==> config.mk <==
export PLATFORM = sky130hd
export DESIGN_NAME = stripe_ctrl
export DESIGN_NICKNAME = d
export VERILOG_FILES = /design/src/rtl/stripe_ctrl.sv
export SDC_FILE = /design/constraint.sdc
export NUM_CORES = 1
export LEC_CHECK = 0
export BUFFER_PORTS_ARGS = -buffer_cell sky130_fd_sc_hd__buf_2
export CAP_MARGIN = 20
export CORE_ASPECT_RATIO = 2
export CORE_MARGIN = 5
export CORE_UTILIZATION = 39
export CTS_CLUSTER_SIZE = 30
export DETAILED_ROUTE_END_ITERATION = 10
export PLACE_DENSITY_LB_ADDON = 0.25
export SKIP_LAST_GASP = 1
export SLEW_MARGIN = 20
export SYNTH_ARGS = -nofsm -noshare
export SYNTH_HDL_FRONTEND = slang
export SYNTH_SLANG_ARGS = --single-unit
==> constraint.sdc <==
create_clock -name clk_2f -period 1.58 [get_ports clk_2f]
set_input_delay 0.237 -clock clk_2f [delete_from_list [all_inputs] [get_ports clk_2f]]
set_output_delay 0.237 -clock clk_2f [all_outputs]
set_load 0.02 [all_outputs]
==> src/rtl/stripe_ctrl.sv <==
// -----------------------------------------------------------------------------
// stripe_ctrl
//   Lane scheduler for the two-lane byte-striping path. Accepted words go
//   strictly alternately to lane 0 and lane 1, and every burst starts on
//   lane 0. Upstream is stalled while the target lane's FIFO is almost full,
//   so the unstriping side can always rebuild the original word order.
//
// Ports
//   clk_2f          in   single clock, all logic on the rising edge
//   reset_L         in   synchronous active-low reset
//   data_in         in   WIDTH-bit input word
//   valid_in        in   input word present
//   ready_out       out  combinational; word accepted when valid_in && ready_out
//   almost_full_0/1 in   lane FIFO cannot take another word
//   selector        out  lane the next accepted word goes to
//   data_out0/1     out  registered lane words
//   valid_out_0/1   out  one-cycle pulse, matching data_outN is new
//   words_0/1       out  per-lane accepted-word counters, wrap on overflow
//   state           out  IDLE=00, STRIPE=01, STALL=10
//   proto_err       out  sticky: valid_in dropped while stalled
// -----------------------------------------------------------------------------
module stripe_ctrl #(
    parameter int WIDTH     = 32,
    parameter int CNT_WIDTH = 8
) (
    input  logic                 clk_2f,
    input  logic                 reset_L,
    input  logic [WIDTH-1:0]     data_in,
    input  logic                 valid_in,
    output logic                 ready_out,
    input  logic                 almost_full_0,
    input  logic                 almost_full_1,
    output logic                 selector,
    output logic [WIDTH-1:0]     data_out0,
    output logic [WIDTH-1:0]     data_out1,
    output logic                 valid_out_0,
    output logic                 valid_out_1,
    output logic [CNT_WIDTH-1:0] words_0,
    output logic [CNT_WIDTH-1:0] words_1,
    output logic [1:0]           state,
    output logic                 proto_err
);

    typedef enum logic [1:0] {
        ST_IDLE   = 2'b00,
        ST_STRIPE = 2'b01,
        ST_STALL  = 2'b10
    } state_t;

    state_t               r_state;
    state_t               w_state_nxt;
    logic                 r_selector;
    logic                 w_selector_nxt;
    logic [WIDTH-1:0]     r_data0;
    logic [WIDTH-1:0]     r_data1;
    logic                 r_valid0;
    logic                 r_valid1;
    logic [CNT_WIDTH-1:0] r_words0;
    logic [CNT_WIDTH-1:0] r_words1;
    logic                 r_proto_err;
    logic                 w_proto_err_nxt;
    logic                 w_target_full;
    logic                 w_ready;
    logic                 w_accept;
    logic                 w_write0;
    logic                 w_write1;

    // Only the lane the selector points at can stall the upstream.
    assign w_target_full = r_selector ? almost_full_1 : almost_full_0;
    assign w_ready       = reset_L && !w_target_full;
    assign w_accept      = valid_in && w_ready;

    // Next-state / lane-write decode.
    always_comb begin
        // NOTE: every signal gets a default before any branch so no path
        // leaves one unassigned, which would infer a latch.
        w_state_nxt     = r_state;
        w_selector_nxt  = r_selector;
        w_proto_err_nxt = r_proto_err;
        w_write0        = 1'b0;
        w_write1        = 1'b0;

        if (w_accept) begin
            // Acceptance looks the same from every state: write the selected
            // lane, flip the selector, continue striping. In IDLE the
            // selector is already 0, so a new burst lands on lane 0.
            w_write0       = !r_selector;
            w_write1       = r_selector;
            w_selector_nxt = !r_selector;
            w_state_nxt    = ST_STRIPE;
        end else begin
            case (r_state)
                ST_IDLE: begin
                    w_selector_nxt = 1'b0;
                    if (valid_in) w_state_nxt = ST_STALL;
                end
                ST_STRIPE: begin
                    if (valid_in) begin
                        w_state_nxt = ST_STALL;
                    end else begin
                        // End of burst: an odd-length burst must not leave
                        // the next one starting on lane 1.
                        w_state_nxt    = ST_IDLE;
                        w_selector_nxt = 1'b0;
                    end
                end
                ST_STALL: begin
                    if (!valid_in) begin
                        // Upstream withdrew a word it was required to hold.
                        w_proto_err_nxt = 1'b1;
                        w_state_nxt     = ST_IDLE;
                        w_selector_nxt  = 1'b0;
                    end
                end
                default: begin
                    w_state_nxt    = ST_IDLE;
                    w_selector_nxt = 1'b0;
                end
            endcase
        end
    end

    // State and output registers.
    always_ff @(posedge clk_2f) begin
        // NOTE: sequential state uses non-blocking assignments so every
        // register samples pre-edge values regardless of statement order.
        if (!reset_L) begin
            r_state     <= ST_IDLE;
            r_selector  <= 1'b0;
            r_data0     <= '0;
            r_data1     <= '0;
            r_valid0    <= 1'b0;
            r_valid1    <= 1'b0;
            r_words0    <= '0;
            r_words1    <= '0;
            r_proto_err <= 1'b0;
        end else begin
            r_state     <= w_state_nxt;
            r_selector  <= w_selector_nxt;
            r_proto_err <= w_proto_err_nxt;
            r_valid0    <= w_write0;
            r_valid1    <= w_write1;
            if (w_write0) begin
                r_data0  <= data_in;
                r_words0 <= r_words0 + CNT_WIDTH'(1);
            end
            if (w_write1) begin
                r_data1  <= data_in;
                r_words1 <= r_words1 + CNT_WIDTH'(1);
            end
        end
    end

    assign ready_out   = w_ready;
    assign selector    = r_selector;
    assign data_out0   = r_data0;
    assign data_out1   = r_data1;
    assign valid_out_0 = r_valid0;
    assign valid_out_1 = r_valid1;
    assign words_0     = r_words0;
    assign words_1     = r_words1;
    assign state       = r_state;
    assign proto_err   = r_proto_err;

endmodule

* Yosys cells after proc, flatten, opt, wreduce, memory -nomap -nowiden
Index checks and enable logic that the tools add are counted.
W data, S select, Z words.
** Storage, ports and cells
- Bits in read-only memories :: 0
- Memories :: 0
- Bits in writable memories :: 0
- Output and inout port bits :: 87
- Bits in latches :: 0
- Bits of input ports :: 37
- Logic and storage cells :: 43
- Register bits after elaboration :: 86
** Cells by class
- Shifts and indexed selects :: 0
- Muxes and demuxes :: 11
- Divide/modulo/power cells :: 0
- Multiply operators :: 0
- Add/sub/neg operators :: 2
- Bitwise operators :: 3
- $lt $le $gt $ge :: 0
- Equality and inequality tests :: 7
- Reduce and logical (&&, ||, !) cells :: 10
** Operator list (number)
- $add A8 B1 Y8 const B :: 2
- $mux W1 :: 7
- $mux W2 :: 3
- $ne A3 B3 Y1 const B :: 2
- $pmux W2 S3 :: 1
- $ne A2 B2 Y1 const B :: 2
- $reduce_and A2 Y1 :: 2
- $reduce_or A2 Y1 :: 2
- $ne A3 B2 Y1 const B :: 1
- $not A1 Y1 :: 3
- $reduce_and A3 Y1 :: 1
- $eq A2 B1 Y1 const B :: 1
- $eq A2 B2 Y1 const B :: 1
- $logic_and A1 B1 Y1 :: 2
- $logic_not A1 Y1 :: 2
- $logic_not A2 Y1 :: 1

* Longest topological paths before layout
- Word-level depth :: 6
- Gate-level depth with buffers :: 7
- Gate-level depth less buffers :: 5

* Least setup slack after synthesis
Ideal clock, no wire load.
- Kind :: register to register
- From :: reg r_selector, in the netlist selector
- To :: reg r_words1[6], in the netlist words_1[6]
- Arrival time :: 1.370 ns
- Setup slack :: 0.139 ns
- Data required time :: 1.510 ns
- Period minus slack after synthesis :: 1.441 ns
- Path buffers :: 0
- Stages on the path, launching flop included :: 4
- Library setup time :: 0.070 ns
- Cells stage by stage :: dfxtp_1 -> nand4b_1 -> or4_1 -> a21oi_1
** On the way
- Word-level cells in the longest chain between the ends :: 5
** RTL lines
- from (decl) :: RTL line 52 : logic r_selector;
- from (signal assigned) :: RTL line 139 : r_selector <= w_selector_nxt;
- $mux W1 :: RTL line 69 : assign w_target_full = r_selector ? almost_full_1 : almost_full_0;
- $logic_not A1 Y1 :: RTL line 70 : assign w_ready = reset_L && !w_target_full;
- $logic_and A1 B1 Y1 :: RTL line 70
- $logic_and A1 B1 Y1 :: RTL line 71 : assign w_accept = valid_in && w_ready;
- $mux W1 (*) :: RTL line 83 : if (w_accept) begin
- to (signal assigned) :: RTL line 149 : r_words1 <= r_words1 + CNT_WIDTH'(1);
- to (decl) :: RTL line 59 : logic [CNT_WIDTH-1:0] r_words1;
Every way passes the cells marked *; elsewhere a longest branch is shown, timed or not.
A chain may end at the register's enable or synchronous reset.

* Final worst setup path
- From :: reg r_selector, in the netlist selector
- To :: out ready_out
** On the way
- Word-level cells in the longest chain between the ends :: 3
** RTL lines
- $mux W1 :: RTL line 69
- $logic_not A1 Y1 :: RTL line 70
- $logic_and A1 B1 Y1 :: RTL line 70
- to (decl) :: RTL line 30 : output logic ready_out,
Every way passes these cells.

==> results.ini <==
[status]
status = completed

[timing]
whs_ns = 0.101
finClkSkew_ns = 0.00497
fin_tns_setup_ns = 0
relSlewSlack_pct = 75.9
worstMarginPinSlew_ns = 0.361
rsz0062_at_grt = no
finalHoldViolations = 0
min_period_ns = 1.52
max_freq_ghz = 0.658
setup-violations-final = 0
fin_crit_sh_pct = 96.2
finalMaxSlewViolations = 0

[logic_synthesis]
yosysUniqueCellTypes = 29
synthCells = 389
synth.net_count = 432
ys_warn_count = 0
ys_ff_latch = 86
postSynthAreaPerCell_um2 = 8.16
syn_area_um2 = 3180
yosysSeqAreaShare_pct = 54.2

[critical_path]
path_common_cell = buf_6
crit_chain = buf_6 > mux2i_4 > and2_4 > buf_6
crit_type = register to output pin
crit_path_end_kind = output pin
cp.buffers_inverters = 2
critPathTopFamily = flip-flops
cpPeakStageDelay_ns = 0.33
path_max_fanout = 5
slowest_stage = dfxtp_2
cp_data_arrival_time_ns = 1.28
start_kind = register
worstPathRequired_ns = 1.34

[layout]
utilization_pct = 53.9
drive_gt1_share_pct = 31.2
nNetsFinal = 561
diodes = 0
syn_to_final_growth_pct = 34.8

[power_and_ir_drop]
p_int_uw = 3410
p_sw_uw = 1050
vdd_ir_drop_max_mv = 0.635
p_seq_share_pct = 50.2
leakage_uw = 0.00208
p_clk_share_pct = 41.9
power_switching_share_pct = 23.5
power.density_nw_per_um2 = 1040
comb_power_share_pct = 7.9

[global_route]
grt_use_total_pct = 18.2
met2_usage_pct = 33.0
grt_max_degree = 31
grt_pass1_vias = 2998
antenna_found_initial = 0
grt_overflow_total = 0
grtUsageMet1_pct = 19.1
gr-max-usage-layer = met2
grt_use_met3_pct = 4.89
grt_pass1_wl_mm = 14.3

[detailed_routing]
finalWirelength_mm = 9.14
firstDrtPassIters = 4
drc = 0
viasPerCell = 5.08
ant_nets = 0
drtIter0Drc = 156
vias = 3146
avgRoutedWirePerCell_um = 14.8

[flow_run]
drv_cap = 0

[place]
dp_hpwl_mm = 6.87
io_buffers = 123
routabilityCongestion = 0.808

[clocking]
clk_latency_ns = 0.33
clk_pin_slew_ns = 0.06
root_buffer = clkbuf_16
cts_tree = done
cts_max_level = 3
holdBufCountCts = 0
clock_sinks = 86
clk_path_buf_depth = 2
numCtsBuffers = 9

[floorplanning]
core-area_um2 = 7940
dieHeight_um = 138
initial_core_util_pct = 40.0
dieArea_um2 = 10200
rows = 46
chipWidth_um = 73.8
io_pins = 124

[min_path]
hold_class = input pin to register

==> worst register-to-register path: stages (launching register included) <==
cell      delay [ns]
dfxtp_2         0.33
buf_6           0.12
nand4b_1        0.09
buf_4           0.20
or4_1           0.50
a21oi_1         0.15
==> power by group through the flow <==
stage	sequential (uW)	combinational (uW)	clock, uW
2_1_floorplan	2340	128	0
3_3_place_gp	2280	335	0
3_5_place_dp	2290	343	0
4_1_cts	2240	350	1910
5_1_grt	2240	384	2010
6_report	2240	350	1870
==> cells in the mapped netlist <==
| cell | instances | area (um2) |
|---|---|---|
| a211oi_1 | 1 | 7.51 |
| a21oi_1 | 45 | 225 |
| a32oi_1 | 1 | 8.76 |
| and2_1 | 1 | 6.26 |
| buf_1 | 8 | 30.0 |
| buf_2 | 8 | 40.0 |
| buf_4 | 1 | 7.51 |
| clkbuf_1 | 8 | 30.0 |
| dfxtp_1 | 86 | 1720 |
| ha_1 | 6 | 75.1 |
| inv_1 | 6 | 22.5 |
| inv_2 | 2 | 7.51 |
| mux2_2 | 1 | 11.3 |
| mux2i_1 | 3 | 30.0 |
| nand2_1 | 138 | 518 |
| nand3_1 | 37 | 185 |
| nand4_1 | 4 | 25.0 |
| nand4b_1 | 1 | 8.76 |
| nand4bb_1 | 1 | 11.3 |
| nor2_1 | 4 | 15.0 |
| nor2b_1 | 1 | 6.26 |
| o211ai_1 | 1 | 7.51 |
| o21a_1 | 1 | 7.51 |
| o21ai_0 | 4 | 20.0 |
| o221ai_1 | 1 | 8.76 |
| o31ai_1 | 6 | 45.0 |
| or3_1 | 5 | 31.3 |
| or4_1 | 6 | 45.0 |
| xnor2_1 | 2 | 17.5 |
==> cells by family after synthesis <==
kind of cell | synth area share (%)
flip-flops | 54.2
AO/OA/AOI/OAI | 10.4
multiplexers | 1.30
adder cells (fa/ha/maj) | 2.36
AND/OR/NAND/NOR | 26.8
buffers and inverters | 4.33
XOR/XNOR | 0.552
==> cell usage in the layout, fill, tap and decap left out, types with 2 or more instances in the layout <==
master	n
clkbuf_16	9
buf_12	2
nand2_1	138
clkbuf_1	3
buf_4	17
nand3_1	37
o21ai_0	4
xnor2_1	2
a21oi_1	45
inv_1	6
mux2i_1	2
or4_1	6
nand4_1	4
clkinv_2	3
inv_2	2
o31ai_1	6
buf_6	2
nor2_1	4
buf_2	122
ha_1	6
dfxtp_1	85
or3_1	5
==> metrics by stage <==
stage	cells	total power [uW]	instance area [um2]	setup slack, ns
3_5_place_dp	603	2630	3980	0.0410
2_1_floorplan	389	2460	3180	0.139
6_report	619	4450	4280	0.0608
4_1_cts	619	4490	4270	0.0149
3_3_place_gp	603	2620	3980	0.105
5_1_grt	619	4630	4280	0.00303
==> layout make-up <==
| class | instances | area, um2 |
|---|---|---|
| inverters | 8 | 30.0 |
| clock buffers | 12 | 236 |
| flip-flops and latches | 86 | 1720 |
| well taps | 96 | 120 |
| repair buffers | 143 | 801 |
| fillers | 779 | 3660 |
| multi-input cells | 270 | 1350 |
| clock inverters | 4 | 23.8 |
==> routing by layer <==
metal  vias up  wire [um]
met5         -          0
met4         0        211
met3        18        612
met2        96       4920
met1      1474       3390
li1       1558          -
==> flip-flops by register name, summed over array words and instances, names as in the netlist <==
register,cells
valid_out_1,1
selector,1
data_out0,32
words_0,8
words_1,8
data_out1,32
state,2
valid_out_0,1
proto_err,1
==> path summary, 6_finish.rpt <==
kind / from / endpoint / slack [ns] / cells after the start
min reg2reg: data_out0[7]$_SDFFE_PN0P_ / data_out0[7]$_SDFFE_PN0P_ / 0.45 / 2
max reg2reg: selector$_SDFFE_PN0P_ / words_1[6]$_SDFFE_PN0P_ / 0.12 / 5
min: data_in[22] / data_out1[22]$_SDFFE_PN0P_ / 0.10 / 3
max: selector$_SDFFE_PN0P_ / ready_out / 0.06 / 4
==> what timing repair did <==
| item | 4_1_cts | 5_1_grt |
|---|---|---|
| buffers inserted | 0 | 0 |
| resized for setup | 5 | 3 |
| pin swaps | 1 | 1 |
| setup endpoints to repair | 1 | 8 |
No activity file was read; power rests on OpenSTA's default activity.
